### config.mk
export PLATFORM = sky130hd
export DESIGN_NAME = mem_stage
export DESIGN_NICKNAME = d
export VERILOG_FILES = /design/src/rtl/mem_stage_pkg.sv /design/src/rtl/mem_align.sv /design/src/rtl/mem_stage.sv
export SDC_FILE = /design/constraint.sdc
export NUM_CORES = 1
export LEC_CHECK = 0
export ABC_AREA = 1
export CORE_AREA = 2 2 152 154
export CTS_BUF_LIST = sky130_fd_sc_hd__clkbuf_4 sky130_fd_sc_hd__clkbuf_8
export DETAILED_ROUTE_END_ITERATION = 10
export DIE_AREA = 0 0 154 156
export PLACE_DENSITY_LB_ADDON = 0.25
export RECOVER_POWER = 100
export SYNTH_ARGS = -nofsm -noshare
export SYNTH_HDL_FRONTEND = slang
export SYNTH_HIERARCHICAL = 1
export SYNTH_SLANG_ARGS = --single-unit
### constraint.sdc
create_clock -name clk -period 4.42 [get_ports clk]
set_input_delay 0.884 -clock clk [delete_from_list [all_inputs] [get_ports clk]]
set_output_delay 0.884 -clock clk [all_outputs]
set_load 0.03 [all_outputs]
### src/rtl/mem_stage_pkg.sv
// Shared definitions for the memory stage: FSM state encoding and byte-lane constants.
package mem_stage_pkg;
   typedef enum logic [1:0] {
      S_IDLE = 2'd0,
      S_REQ  = 2'd1,
      S_DONE = 2'd2
   } mem_state_e;

   localparam logic [3:0] BE_WORD  = 4'hF;
   localparam logic [3:0] BE_LANE0 = 4'h1;
   localparam int         LANE_W   = 8;
endpackage

### src/rtl/mem_align.sv
// Byte-lane steering: store replication and byte enables, load lane select with sign extension.
module mem_align
   import mem_stage_pkg::*;
(
   input  logic        mem_type,
   input  logic [1:0]  addr_lo,
   input  logic [31:0] data_t,
   input  logic [31:0] rdata,
   output logic [31:0] wdata,
   output logic [3:0]  be,
   output logic [31:0] load_data
);
   logic [LANE_W-1:0] lane_byte;

   always_comb begin
      case (addr_lo)
         2'd0:    lane_byte = rdata[7:0];
         2'd1:    lane_byte = rdata[15:8];
         2'd2:    lane_byte = rdata[23:16];
         default: lane_byte = rdata[31:24];
      endcase
      be        = mem_type ? (BE_LANE0 << addr_lo) : BE_WORD;
      wdata     = mem_type ? {4{data_t[7:0]}} : data_t;
      load_data = mem_type ? {{(32-LANE_W){lane_byte[LANE_W-1]}}, lane_byte} : rdata;
   end
endmodule

### src/rtl/mem_stage.sv
// Memory pipeline stage: data-memory bus access with timeout, branch/jump redirect, writeback registers.
module mem_stage
   import mem_stage_pkg::*;
#(
   parameter int TIMEOUT = 16,
   parameter int TO_W    = 5
) (
   input  logic        clk,
   input  logic        reset,
   input  logic        we,
   input  logic        is_branch,
   input  logic        alu_zero,
   input  logic        is_jump,
   input  logic [31:0] pc_branch,
   input  logic [31:0] pc_jump,
   input  logic        mem_read,
   input  logic        mem_write,
   input  logic        mem_type,
   input  logic        mem_to_reg,
   input  logic        reg_write,
   input  logic [31:0] alu_out,
   input  logic [31:0] data_t,
   input  logic [4:0]  reg_addr,
   output logic        dmem_req,
   output logic        dmem_we,
   output logic [31:0] dmem_addr,
   output logic [31:0] dmem_wdata,
   output logic [3:0]  dmem_be,
   input  logic        dmem_ack,
   input  logic [31:0] dmem_rdata,
   output logic        stall,
   output logic        pc_src,
   output logic [31:0] pc_target,
   output logic [4:0]  reg_probe,
   output logic [31:0] data_probe,
   output logic        write_probe,
   output logic        wb_reg_write,
   output logic        wb_mem_to_reg,
   output logic [31:0] wb_alu_out,
   output logic [31:0] wb_mem_data,
   output logic [4:0]  wb_reg_addr,
   output logic        addr_error,
   output logic        bus_error,
   output mem_state_e  dbg_state
);
   logic            access, misaligned, start, in_req;
   logic [31:0]     load_data, lane_wdata;
   logic [3:0]      lane_be;
   mem_state_e      state_q;
   logic [TO_W-1:0] cnt_q;
   logic            bus_err_pend_q;
   logic [31:0]     rdata_q;
   logic            wb_reg_write_q, wb_mem_to_reg_q, addr_error_q, bus_error_q;
   logic [31:0]     wb_alu_out_q, wb_mem_data_q;
   logic [4:0]      wb_reg_addr_q;

   mem_align u_align (
      .mem_type  (mem_type),
      .addr_lo   (alu_out[1:0]),
      .data_t    (data_t),
      .rdata     (dmem_rdata),
      .wdata     (lane_wdata),
      .be        (lane_be),
      .load_data (load_data)
   );

   always_comb begin
      access     = mem_read | mem_write;
      misaligned = access & ~mem_type & (alu_out[1:0] != 2'b00);
      start      = access & ~misaligned;
      in_req     = (state_q == S_REQ);
   end

   // Bus outputs come from held execute inputs, so they stay stable for the whole request.
   assign dmem_req   = in_req;
   assign dmem_we    = in_req & mem_write;
   assign dmem_addr  = in_req ? {alu_out[31:2], 2'b00} : 32'd0;
   assign dmem_wdata = in_req ? lane_wdata : 32'd0;
   assign dmem_be    = in_req ? lane_be : 4'd0;
   assign stall      = reset & (((state_q == S_IDLE) & start) | in_req);

   assign pc_src      = (is_branch & alu_zero) | is_jump;
   assign pc_target   = is_jump ? pc_jump : pc_branch;
   assign reg_probe   = reg_addr;
   assign data_probe  = alu_out;
   assign write_probe = reg_write & ~mem_to_reg;

   assign wb_reg_write  = wb_reg_write_q;
   assign wb_mem_to_reg = wb_mem_to_reg_q;
   assign wb_alu_out    = wb_alu_out_q;
   assign wb_mem_data   = wb_mem_data_q;
   assign wb_reg_addr   = wb_reg_addr_q;
   assign addr_error    = addr_error_q;
   assign bus_error     = bus_error_q;
   assign dbg_state     = state_q;

   always_ff @(posedge clk or negedge reset) begin
      if (!reset) begin
         state_q         <= S_IDLE;
         cnt_q           <= '0;
         bus_err_pend_q  <= 1'b0;
         rdata_q         <= '0;
         wb_reg_write_q  <= 1'b0;
         wb_mem_to_reg_q <= 1'b0;
         wb_alu_out_q    <= '0;
         wb_mem_data_q   <= '0;
         wb_reg_addr_q   <= '0;
         addr_error_q    <= 1'b0;
         bus_error_q     <= 1'b0;
      end else begin
         case (state_q)
            S_IDLE: begin
               cnt_q <= '0;
               if (start) begin
                  state_q <= S_REQ;
               end else if (we) begin
                  wb_reg_write_q  <= reg_write & ~misaligned;
                  wb_mem_to_reg_q <= mem_to_reg & ~misaligned;
                  wb_alu_out_q    <= alu_out;
                  wb_mem_data_q   <= '0;
                  wb_reg_addr_q   <= reg_addr;
                  addr_error_q    <= misaligned;
                  bus_error_q     <= 1'b0;
               end
            end
            S_REQ: begin
               // An ack on the last allowed cycle still completes the access normally.
               if (dmem_ack) begin
                  rdata_q        <= mem_read ? load_data : 32'd0;
                  bus_err_pend_q <= 1'b0;
                  state_q        <= S_DONE;
               end else if (cnt_q == TO_W'(TIMEOUT - 1)) begin
                  rdata_q        <= '0;
                  bus_err_pend_q <= 1'b1;
                  state_q        <= S_DONE;
               end else begin
                  cnt_q <= cnt_q + TO_W'(1);
               end
            end
            S_DONE: begin
               state_q        <= S_IDLE;
               cnt_q          <= '0;
               bus_err_pend_q <= 1'b0;
               if (we) begin
                  wb_reg_write_q  <= reg_write & ~bus_err_pend_q;
                  wb_mem_to_reg_q <= mem_to_reg;
                  wb_alu_out_q    <= alu_out;
                  wb_mem_data_q   <= rdata_q;
                  wb_reg_addr_q   <= reg_addr;
                  addr_error_q    <= 1'b0;
                  bus_error_q     <= bus_err_pend_q;
               end
            end
            default: state_q <= S_IDLE;
         endcase
      end
   end
endmodule
# == Yosys cells after proc, flatten, opt, wreduce, memory -nomap -nowiden ==
# Cells that the tools add are included.
# totals
register_bits,113
# classes
n_bitwise,18
add_sub_neg,1
n_shift,1
eq_ne,12
muxes,46
n_reduce_logical,14
# ops
operator,n
$mux 32,13
$pmux 32 s2,2
$pmux 8 s3,1
$mux 5,4
$pmux 5 s2,2
$mux 1,13
$ne 2x2->1 const B,6
$and 1x1->1,11
$pmux 1 s2,5
$reduce_bool 2->1,5
$mux 4,2
$reduce_and 2->1,4
$mux 2,3
$add 5x1->5 const B,1
$eq 5x4->1 const B,1
$eq 2x1->1 const B,2
$eq 2x2->1 const B,2
$logic_not 2->1,2
$not 1->1,4
$pmux 2 s2,1
$reduce_and 4->1,1
$shl 1x2->4 const A,1
$ne 3x2->1 const B,1
$or 1x1->1,3
2 further kinds,2

# == Logic depth before layout (Yosys ltp) ==
# logic_depth
ltp_word,8
mapped_depth,10

# == Modules after synthesis ==
# Netlist, hierarchy kept.
# by_module_without_submodules
mod,seq_area_each_um2,instances,cells_per_inst,area_per_inst_um2
mem_stage,2827.7,1,811,6306.0
mem_align,0.0,1,205,912.1

# == Worst setup path after synthesis ==
# No wires, ideal clock.
# synth_path
path_kind,flip-flop to output port
start,"register state_q[1], in the netlist dbg_state[1]"
end,output stall
path_slack_ps,1303
path_stages_with_launch,7
arrival_ps,2233
path_cell_list,dfrtp_1 -> inv_1 -> ha_1 -> buf_2 -> inv_1 -> clkbuf_1 -> a21boi_0
# synth_rtl
element,line,text
start: declaration,mem_stage.sv:49,mem_state_e state_q;
start signal: assignment,mem_stage.sv:99,state_q <= S_IDLE;
start signal: assignment,mem_stage.sv:115,state_q <= S_REQ;
start signal: assignment,mem_stage.sv:131,state_q <= S_DONE;
$eq 2x1->1,mem_stage.sv:71,in_req = (state_q == S_REQ);
via dmem_req,mem_stage.sv:24,"output logic dmem_req,"
$or 1x1->1,mem_stage.sv:80,assign stall = reset & (((state_q == S_IDLE) & start) | in_req);
$and 1x1->1,mem_stage.sv:80,
end: declaration,mem_stage.sv:31,"output logic stall,"
# The timed path passes the listed nets, and every way through them passes these cells.

# == Final worst setup path ==
# layout_path
start,input alu_out[0]
end,output dmem_be[1]
# layout_between
elab_chain_len,3
# layout_rtl
element,line,text
start: declaration,mem_stage.sv:21,"input logic [31:0] alu_out,"
$shl 1x2->4,mem_align.sv:22,be = mem_type ? (BE_LANE0 << addr_lo) : BE_WORD;
$mux 4,mem_align.sv:22,
via lane_be[1],mem_stage.sv:48,logic [3:0] lane_be;
$mux 4,mem_stage.sv:79,assign dmem_be = in_req ? lane_be : 4'd0;
end: declaration,mem_stage.sv:28,"output logic [3:0] dmem_be,"
# The timed path passes the listed nets, and every way through them passes these cells.

==> metrics.md <==
| Metric | Value |
|---|---|
| Status | complete, but fails checks |
| Violated checks | capacitance limit, slew limit |
| Largest net degree at the start of global routing | 73 |
| Max Clk Rate | approximately 260 MHz |
| Sw Ratio | around 47% |
| Site Rows | 55 |
| GRT Residual Overflow | 0 |
| CP Cell Sequence | clkdlybuf4s50_1 -> buf_4 -> inv_2 -> o21ai_0 -> nand2_1 -> inv_1 -> dlygate4sd3_1 |
| CTS tree | yes |
| Clk pin slew, worst setup/hold paths | roughly 80 ps |
| Post-synth EDFFs | 0 |
| DIE WIDTH | around 150 um |
| First-pass detailed-route iteration total | 5 |
| Synth warn | 6 |
| Most frequent cell after synthesis | nand2_1 |
| WP data required | 3540 ps |
| Slowest CP cell | dlygate4sd3_1 |
| First-pass GRT wire length | 37700 um |
| Max incr delay on CP | around 740 ps |
| Worst r2r dst | cnt_q[3] |
| Post-synth ARST share | between 90% and 100% |
| Final Cell Area | roughly 0.011 mm2 |
| Synth top cells by count | 447 x nand2_1, 117 x inv_1, 113 x dfrtp_1 |
| Layout cells sized above 1 | about 6.0% |
| Hold slack | 477 ps |
| Post-CTS resize count | 0 |
| Ant diodes | 0 |
| Clock power frac | a little under a fifth |
| Minimum clock period | 3870 ps |
| Leakage | slightly above 0.006 uW |
| Cts hold-fix bufs | 0 |
| Switching pwr | roughly 2600 uW |
| Vias in the first global route | slightly below 7000 |
| Setup Fix Bufs, Post-CTS | 0 |
| Crit path DAT | approximately 3000 ps |
| Area of the die | 0.0240 mm2 |
| Slew @ Worst Pin | roughly 2400 ps |
| Post-synth top area cell | dfrtp_1 |
| Setup violators final | 0 |
| Reg2reg start | dbg_state[1] |
| CP max FO | 14 |
| Post-synth cell types | 27 |
| #FFs+latches synth | around 110 |
| Routability cong. | 0.872 |
| DP Area | 0.0109 mm2 |
| Worst hold start | wb_alu_out[16] |
| Antenna violations before repair | 3 |
| DRC | 0 |
| Clock buffer depth | 2 |
| Post-synth top area share | between 30 and 40% |
| CTS Root Cell | clkbuf_8 |
| Non-filler cells in the finished layout | approximately 1600 |
| Drt total wl | around 24000 um |
| Max Cap Violations | 1 |
| HPWL after DPL | about 19000 um |
| Top cells by area, synth | dfrtp_1 39%, nand2_1 23%, o21ai_2 8.9% |
| Syn avg cell area | about 7.1 um2 |
| Tcrit/Tclk final | about 88% |
| Slew Limit Fails | between 40 and 50 |
| Vias per cell | around 4.5 |
| Maximum vdd drop | ~0.20 mV |
| WS Path Type | in2out |
| Hold depth | 2 |
| Buf/Inv on CP | 5 |
| Reg-to-reg setup timing slack | between 800 and 900 ps |
| CP Capture Type | output port |
| Dpl cells | 1604 |
| CTS Sinks | between 100 and 150 |
| Class of the worst hold path | reg2reg |
| CTS H-tree lvls | 4 |
| Seq/Total Area, Yosys | about two fifths |
| Synth Flop Type | dfrtp_1 |
| Area delta synth->final | 53.0% |
| Delay-heaviest family, CP | buffers and inverters |
| Gr usage total | 19.9% |
| Initial Utilization | approximately 32% |
| Slew headroom | -56.9% |
| Vias | around 7300 |
| Worst r2r path cells | 9 |
| DRT iter0 DRCs | about 390 |
| Setup crit start kind | input pin |
| Antenna-violating nets left | 0 |
| Routed len/inst | between 10 and 15 um |
| CTS Buf Count | 17 |
| Worst Setup SP | alu_out[0] |
| Core box area | approximately 0.022 mm2 |
| Final setup TNS | 0 ps |
| IO buf count | 391 |
| Worst Hold End | wb_alu_out[16] |
| RSZ-0062 raised after global routing | no |
| Pwr per Cell Area | 507 mW/mm2 |
| Mapped Cells | 1016 |
| Clock Skews | ~14 ps |
| Post-Syn Area | a little over 0.007 mm2 |
| Combinational share of power | a little over half |
| Seq pwr share | 27.6% |
| Fin. Hold Viols | 0 |
| Filler cells | approximately 2300 |
| Height of the die | between 150 and 200 um |
| Top-Level Pins | slightly below 400 |
| Fin nets | 1522 |
| Latest clock arrival within the worst-skew pair | ~440 ps |
| Internal power | ~3000 uW |
power groups by stage:
stage / Sequential [uW] / Clock (uW) / Combinational [uW]
4_1_cts: 1560 / 1100 / 3400
6_report: 1540 / 1070 / 2990
5_1_grt: 1590 / 1160 / 3250
2_1_floorplan: 2000 / 0 / 1690
3_5_place_dp: 1580 / 0 / 3390
3_3_place_gp: 1560 / 0 / 3370
cells in the final DEF (no fill, tap or decap), types with 4 or more instances in the layout:
| master | Yosys | final |
|---|---|---|
| nand3_1 | 51 | 52 |
| inv_1 | 117 | 117 |
| clkdlybuf4s50_1 | 0 | 174 |
| inv_6 | 0 | 4 |
| dlygate4sd3_1 | 0 | 210 |
| clkbuf_1 | 30 | 8 |
| nand2_1 | 447 | 447 |
| buf_4 | 48 | 10 |
| a21oi_1 | 4 | 4 |
| o21ai_0 | 46 | 110 |
| o21ai_2 | 73 | 10 |
| nor2_1 | 20 | 22 |
| clkbuf_8 | 0 | 17 |
| nand2_2 | 10 | 10 |
| dfrtp_1 | 113 | 113 |
| ha_1 | 7 | 6 |
worst max path at each step:
stage                                 to  slack, ps  cells past startpoint
final                         dmem_be[1]        550                      7
after global routing      wb_mem_data[6]        420                      3
after CTS                     dmem_be[1]        610                      7
after detailed placement      dmem_be[1]        620                      7
after global placement        dmem_be[1]        640                      7
after floorplan                    stall       1300                      6
per-layer routing:
metal / track usage, % / up-vias / share of wire (%) / wire, um
met3: 6.64 / 37 / 8.8 / 2140
met2: 33.9 / 329 / 47 / 11500
li1: - / 3703 / - / -
met5: 0 / - / 0.16 / 38
met4: 6.23 / 6 / 2.1 / 499
met1: 23.9 / 3238 / 41 / 10000
metrics by stage:
stage                     total power (uW)  setup WS, ps  util, %
after detailed placement              4970           622     48.9
after global routing                  6000           421     49.4
after floorplan                       3690          1300        -
after CTS                             6060           610     50.9
final                                 5600           549     49.4
after global placement                4930           639     48.9
area by class of cell:
cell class	instances	area (um2)	share of cell area, %
Sequential cell	113	2830	25.6
Tap cell	285	357	3.23
Timing Repair Buffer	408	4010	36.3
Multi-Input combinational cell	678	2970	26.9
Clock buffer	17	234	2.12
Inverter	120	450	4.08
Clock inverter	15	198	1.79
tightest hold or removal path, cell delays in order, from the launching register on:
cell and delay, ps:
dfrtp_1 340, nand2_1 60, o21ai_2 50
cell families after synthesis:
kind of cell             share of synthesized area, %
buffers and inverters                            16.3
AO/OA/AOI/OAI                                    12.8
AND/OR/NAND/NOR                                  30.4
adder cells (fa/ha/maj)                          1.21
other                                          0.0520
flip-flops                                       39.2
Power figures use the tool's default switching activity.
